<file path="src/rtl/ahb_lite_master.sv">
// Single-outstanding AHB-Lite initiator: turns one core valid/ready request into
// one SINGLE transfer (NONSEQ address phase, waited data phase) and a one-cycle response.
module ahb_lite_master #(
  parameter int HANG_LIMIT = 1024,
  parameter int CNT_W      = 11
) (
  input  logic        HCLK,
  input  logic        HRESETn,
  input  logic        req_valid,
  output logic        req_ready,
  input  logic        req_write,
  input  logic [1:0]  req_size,
  input  logic [31:0] req_addr,
  input  logic [31:0] req_wdata,
  output logic        rsp_valid,
  output logic [31:0] rsp_rdata,
  output logic        rsp_err,
  output logic        bus_hang,
  output logic [31:0] HADDR,
  output logic        HWRITE,
  output logic [2:0]  HSIZE,
  output logic [1:0]  HTRANS,
  output logic [2:0]  HBURST,
  output logic [3:0]  HPROT,
  output logic        HMASTLOCK,
  output logic [31:0] HWDATA,
  input  logic [31:0] HRDATA,
  input  logic        HREADY,
  input  logic        HRESP
);

  typedef enum logic [1:0] {S_IDLE, S_ADDR, S_DATA, S_LERR} state_t;

  localparam logic [1:0]       TRANS_IDLE   = 2'b00;
  localparam logic [1:0]       TRANS_NONSEQ = 2'b10;
  localparam logic [CNT_W-1:0] HANG_MAX     = CNT_W'(HANG_LIMIT);
  localparam logic [CNT_W-1:0] HANG_PRE     = CNT_W'(HANG_LIMIT - 1);

  state_t            state, state_nxt;
  logic [31:0]       addr_q;
  logic              write_q;
  logic [1:0]        size_q;
  logic [31:0]       wdata_q;
  logic [CNT_W-1:0]  wait_cnt;
  logic              local_err;
  logic              accept;

  // Replicate the right-justified write value onto every byte lane it may occupy.
  function automatic logic [31:0] lane_rep(input logic [1:0] sz, input logic [31:0] w);
    case (sz)
      2'd0:    return {4{w[7:0]}};
      2'd1:    return {2{w[15:0]}};
      default: return w;
    endcase
  endfunction

  function automatic logic [31:0] lane_extract(input logic [1:0] sz, input logic [1:0] a,
                                               input logic [31:0] d);
    case (sz)
      2'd0:    return {24'd0, d[{a, 3'b000} +: 8]};
      2'd1:    return a[1] ? {16'd0, d[31:16]} : {16'd0, d[15:0]};
      default: return d;
    endcase
  endfunction

  assign local_err = (req_size == 2'd3) ||
                     (req_size == 2'd1 && req_addr[0]) ||
                     (req_size == 2'd2 && req_addr[1:0] != 2'b00);
  assign accept    = (state == S_IDLE) && req_valid;

  assign HADDR     = addr_q;
  assign HWRITE    = write_q;
  assign HSIZE     = {1'b0, size_q};
  assign HWDATA    = wdata_q;
  assign HBURST    = 3'b000;
  assign HPROT     = 4'b0011;
  assign HMASTLOCK = 1'b0;

  // NOTE: sequential state uses non-blocking assignments so every flop samples
  // pre-edge values regardless of process ordering.
  always_ff @(posedge HCLK or negedge HRESETn) begin
    if (!HRESETn) state <= S_IDLE;
    else          state <= state_nxt;
  end

  // NOTE: every output of this block is assigned a default first, so no path
  // through the case can leave one unassigned and infer a latch.
  always_comb begin
    state_nxt = state;
    req_ready = 1'b0;
    HTRANS    = TRANS_IDLE;
    case (state)
      S_IDLE: begin
        req_ready = 1'b1;
        if (req_valid) state_nxt = local_err ? S_LERR : S_ADDR;
      end
      S_ADDR: begin
        HTRANS = TRANS_NONSEQ;
        if (HREADY) state_nxt = S_DATA;
      end
      S_DATA:  if (HREADY) state_nxt = S_IDLE;
      S_LERR:  state_nxt = S_IDLE;
      default: state_nxt = S_IDLE;
    endcase
  end

  always_ff @(posedge HCLK or negedge HRESETn) begin
    if (!HRESETn) begin
      addr_q    <= '0;
      write_q   <= 1'b0;
      size_q    <= 2'd0;
      wdata_q   <= '0;
      wait_cnt  <= '0;
      bus_hang  <= 1'b0;
      rsp_valid <= 1'b0;
      rsp_err   <= 1'b0;
      rsp_rdata <= '0;
    end else begin
      rsp_valid <= 1'b0;
      rsp_err   <= 1'b0;
      rsp_rdata <= '0;

      if (accept) begin
        addr_q  <= req_addr;
        write_q <= req_write;
        size_q  <= req_size;
        wdata_q <= lane_rep(req_size, req_wdata);
        if (local_err) begin
          rsp_valid <= 1'b1;
          rsp_err   <= 1'b1;
        end
      end

      if (state == S_ADDR && HREADY) wait_cnt <= '0;

      if (state == S_DATA) begin
        if (!HREADY) begin
          // Saturating count; the hang flag stays set until reset.
          if (wait_cnt != HANG_MAX) wait_cnt <= wait_cnt + 1'b1;
          if (wait_cnt == HANG_PRE) bus_hang <= 1'b1;
        end else begin
          rsp_valid <= 1'b1;
          rsp_err   <= HRESP;
          rsp_rdata <= (write_q || HRESP) ? 32'd0 : lane_extract(size_q, addr_q[1:0], HRDATA);
        end
      end
    end
  end

endmodule
</file>
<file path="config.mk">
export PLATFORM = sky130hd
export DESIGN_NAME = ahb_lite_master
export DESIGN_NICKNAME = d
export VERILOG_FILES = /design/src/rtl/ahb_lite_master.sv
export SDC_FILE = /design/constraint.sdc
export NUM_CORES = 1
export LEC_CHECK = 0
export BUFFER_PORTS_ARGS = -buffer_cell sky130_fd_sc_hd__buf_4
export CAP_MARGIN = 10
export CORE_ASPECT_RATIO = 1.1
export CORE_MARGIN = 3
export CORE_UTILIZATION = 48
export DETAILED_ROUTE_END_ITERATION = 10
export PLACE_DENSITY = 0.85
export SLEW_MARGIN = 30
export SYNTH_ARGS = -nofsm -noshare
export SYNTH_HDL_FRONTEND = slang
export SYNTH_SLANG_ARGS = --single-unit
export TNS_END_PERCENT = 100
</file>
<file path="constraint.sdc">
create_clock -name HCLK -period 1.8 [get_ports HCLK]
set_clock_uncertainty 0.05 [all_clocks]
set_input_delay 0.09 -clock HCLK [delete_from_list [all_inputs] [get_ports HCLK]]
set_output_delay 0.09 -clock HCLK [all_outputs]
set_load 0.005 [all_outputs]
</file>
; ---- Yosys cells after proc, flatten, opt, wreduce, memory -nomap -nowiden
; Index checks and enable logic that the tools add are counted.
[classes]
n_addsub = 1
n_eq_ne = 12
shift = 1
n_mux = 23
bitwise_logic = 1
n_reduce_logical = 13
[op_table]
columns = operator, count
row1 = $pmux 32 s2, 2
row2 = $mux 32, 3
row3 = $mux 11, 4
row4 = $shiftx 32x6->8, 1
row5 = $mux 16, 1
row6 = $add 11x1->11 const B, 1
row7 = $eq 11x10->1 const B, 1
row8 = $ne 11x11->1 const B, 1
row9 = $mux 2, 5
row10 = $eq 2x2->1 const B, 4
row11 = $pmux 2 s4, 1
row12 = $mux 1, 7
row13 = $eq 2x1->1 const B, 3
row14 = $logic_not 2->1, 3
row15 = $ne 2x2->1 const B, 3
row16 = $reduce_and 3->1, 2
row17 = $logic_and 1x1->1, 4
row18 = $logic_or 1x1->1, 3
row19 = $reduce_bool 2->1, 1
row20 = $not 1->1, 1
[word_totals]
regBits = 115
inputBits = 104
output_inout_bits = 114
elab_cells = 61

; ---- Logic depth before layout (Yosys ltp)
[depth]
depth_word = 8
depth_mapped = 7

; ---- Least setup slack after synthesis
; No wires, ideal clock.
[synth_path]
path_kind = register to register
start = register addr_q[1], in the netlist HADDR[1]
end = register rsp_rdata[5]
setup_ps = 132
t_arrival_ps = 1428
required_ps = 1618
setup_slack_ps = 190
stages_incl_launch_ff = 5
synth_period_minus_slack_ps = 1610
path_cell_list = dfrtp_1 clkbuf_1 mux2_2 a222oi_1 nor2_1
[synth_via]
elab_chain_len = 5
[synth_lines]
columns = item, line
row1 = start: declaration, 40  ; logic [31:0] addr_q;
row2 = start signal: assignment, 124  ; addr_q <= req_addr;
row3 = $shiftx 32x6->8 or $mux 16 (tied branches), "60, 61"
row4 = $pmux 32 s2 *, 59  ; case (sz)
row5 = $mux 32 *, 144  ; rsp_rdata <= (write_q || HRESP) ? 32'd0 : lane_extract(size_q, addr_q[1:0], HRDATA);
row6 = $mux 32 *, 137  ; if (!HREADY) begin
row7 = $mux 32 *, 136  ; if (state == S_DATA) begin
row8 = end signal: assignment, 144
row9 = end: declaration, 16  ; output logic [31:0] rsp_rdata,
; Mark *: on every way between the ends. The rest lies on a longest branch, timed or not.
; A chain may end at the register's enable or synchronous reset.

; ---- Worst setup path in the final report
[layout_path]
start = register state[0]
end = register rsp_rdata[1]
[layout_via]
elab_chain_len = 2
[layout_lines]
columns = item, line
row1 = start: declaration, 39  ; state_t state, state_nxt;
row2 = start signal: assignment, 83  ; else state <= state_nxt;
row3 = $eq 2x2->1, 136
row4 = $mux 32, 136
; Every way passes these cells.

==> metrics.md <==
| Metric | Value |
|---|---|
| Worst slew margin | 0.598 |
| Post-route ant nets | 0 |
| Post-synth EDFFs | 0 |
| RSZ-0062 raised after global routing | no |
| Layout cells sized above 1 | 0.317 |
| Part of the power in registers | 0.364 |
| CTS Buf Count | 17 |
| # placed instances | 845 |
| Total number of vias | 5249 |
| Port Buffers | 207 |
| P_leak | 4.37 nW |
| Power Total | 0.0113 W |
| Comb power frac | 0.374 |
| Initial Util | 0.505 |
| Critical path fanouts, max | 18 |
| Worst vdd ir | 0.920 mV |
| Top_reg_cell synth | dfrtp_1 |
| GPL Wtd Cong | 0.855 |
| Crit start category | flop |
| Mapped cell area | 5090 um^2 |
| Hold WC Path Type | in2async |
| Register bit count reported by yosys | 115 |
| Distinct cells, synth | 44 |
| Max-cap viol count | 0 |
| WS Path Type | reg2reg |
| Global-route wire length before repair | 28900 um |
| DIE WIDTH | 104 um |
| Clock power share | 0.262 |
| Final Util | 0.831 |
| DRC | 0 |
| Pwr dens | 1350 nW/um^2 |
| Share of the synthesized area in the top cell type | 0.565 |
| Commonest non-fill, non-tap cells in the layout | buf_4, nand2_1, dfrtp_1 |
| Synth area leader | dfrtp_1 |
| Worst-Skew Late Latency | 0.51 ns |
| Final hold vios | 0 |
| Most common cell after layout, fill and taps aside | buf_4 |
| Final period utilization | 0.968 |
| Row cnt | 38 |
| Syn Area/Cell | 9.73 um^2 |
| Final setup fails | 0 |
| Fmax | 0.574 GHz |
| WP data required | 2.19 ns |
| Clk buf depth | 2 |
| Fin cells | 984 |
| Outcome | completed |
| Tmin final | 1.74 ns |
| Avg WL per Cell | 18.5 um |
| Die height | 114 um |
| Placed standard-cell area | 6730 um^2 |
| Wirelength, routed | 18200 um |
| Final-stage net count | 939 |
| Asr flop ratio synth | 1.00 |
| DR pass1 iterations | 6 |
| Post-detail-place hpwl | 10600 um |
| Placeable core area | 10100 um^2 |
| Int Power | 0.00740 W |
| Reg2Reg Depth | 4 |
| Clk root buf | clkbuf_8 |
| Global route overflow | 0 |
| Setup Buffers After CTS | 0 |
| Worst-Margin Slew | 0.603 ns |
| Largest net degree at the start of global routing | 116 |
| Clock sinks | 115 |
| Synth top area cells | dfrtp_1, nand2_1, mux2i_1, o21ai_0, and3_1 |
| CTS tree | done |
| Switch Pwr | 0.00388 W |
| Net Sw Frac | 0.344 |
| Die area | 11900 um^2 |
| Clk pin slew, worst setup/hold paths | 0.05 ns |
| Post-route cell area | 8370 um^2 |
| Vias per cell | 5.33 |
| Global Route Usage Sum | 0.310 |
| H-tree lvl count | 4 |
| Initial antenna violation count | 1 |
| Io pins | 218 |
| Synthesis-to-layout area growth | 64.5% |
| Crit end category | flop |
| Setup TNS Final | 0 ns |
| Final Slew Violations | 0 |
| Register area share after synthesis | 0.565 |
| Critical path arrival | 2.13 ns |
| Instance count of the mapped netlist | 523 |
| Synth Warn # | 0 |
| Vias in the first global route | 5637 |
| 1st-iter DRT viols | 319 |
[timing repair]
action                                 4_1_cts  5_1_grt
endpoints found under the hold margin      221        0
pin swaps                                    0        0
setup endpoints to repair                    7       16
gates resized for setup                      2        9
gates cloned                                 0        0
hold buffers                               109        0
[logic make-up after synthesis]
logic type               Yosys count  share of synthesized area
other                              2                    0.00148
flip-flops                       115                      0.565
adder cells (fa/ha/maj)            2                    0.00491
AND/OR/NAND/NOR                  247                      0.214
multiplexers                      35                     0.0703
buffers and inverters             45                     0.0455
AO/OA/AOI/OAI                     77                     0.0983
[final timing paths]
path	startpoint	slack [ns]	endpoint
min reg2reg	bus_hang	0.42	bus_hang
max	state[0]	0.06	rsp_rdata[1]
max reg2reg	state[0]	0.06	rsp_rdata[1]
max in group asynchronous	HRESETn	1.06	HADDR[1]
min	HRESETn	0.16	HADDR[10]
min in group HCLK	req_addr[15]	0.28	HADDR[15]
[worst max-delay path, cell delays in order, from the launching register on]
cell and delay, ns:
dfrtp_2 0.47, nand2b_1 0.21, nor3_2 0.16, and2_1 0.49, o221a_2 0.30
[sequential cells by signal, indices dropped and copies added (netlist names)]
signal	count
rsp_rdata	32
size_q	2
bus_hang	1
HWRITE	1
HWDATA	32
wait_cnt	11
rsp_err	1
state	2
rsp_valid	1
HADDR	32
[cell usage after synthesis (2+ instances only)]
cell type / instances
conb_1: 2
a22o_1: 6
nand3_1: 7
clkbuf_2: 3
o21ai_0: 29
a222oi_1: 6
nor2_1: 26
dfrtp_1: 115
a21oi_1: 16
nor3_1: 5
inv_1: 3
nor4_1: 2
mux2i_1: 29
mux2_2: 6
nand2_1: 166
a22oi_1: 8
buf_2: 8
nand4_1: 2
a21o_1: 4
nor3_2: 2
buf_4: 11
and3_1: 17
nand2b_1: 2
and2_1: 2
clkbuf_1: 18
nor2b_1: 7
ha_1: 2
o221a_2: 3
[power groups by stage]
stage	combinational [W]	clock, W	sequential (W)
2_1_floorplan	0.00185	0	0.00396
3_3_place_gp	0.00369	0	0.00399
3_5_place_dp	0.00382	0	0.00404
4_1_cts	0.00407	0.00300	0.00401
5_1_grt	0.00460	0.00313	0.00420
6_report	0.00422	0.00296	0.00410
[stage by stage]
stage | worst slack, ns | hold WS [ns]
2_1_floorplan | 0.190 | -0.256
3_3_place_gp | 0.0543 | 0.168
3_5_place_dp | -0.0829 | 0.176
4_1_cts | 0.0493 | 0.173
5_1_grt | 0.00571 | 0.209
6_report | 0.0579 | 0.160
[area by class of cell]
class | instances | area, um^2
antenna | 1 | 2.50
clock buffer | 22 | 453
clock inverter | 7 | 60.1
fill | 557 | 1710
inverter | 4 | 16.3
multi-input combinational | 371 | 2030
sequential | 115 | 2880
tap | 140 | 175
timing repair buffer | 324 | 2760
[per-layer routing]
layer  GRT usage  wire (um)  vias to the layer above
met3       0.109       1680                       54
met4       0.146        655                        0
met2       0.548       9450                      332
met5           0          0                        -
met1       0.335       6380                     2494
li1            -          -                     2369
Power figures use the tool's default switching activity.
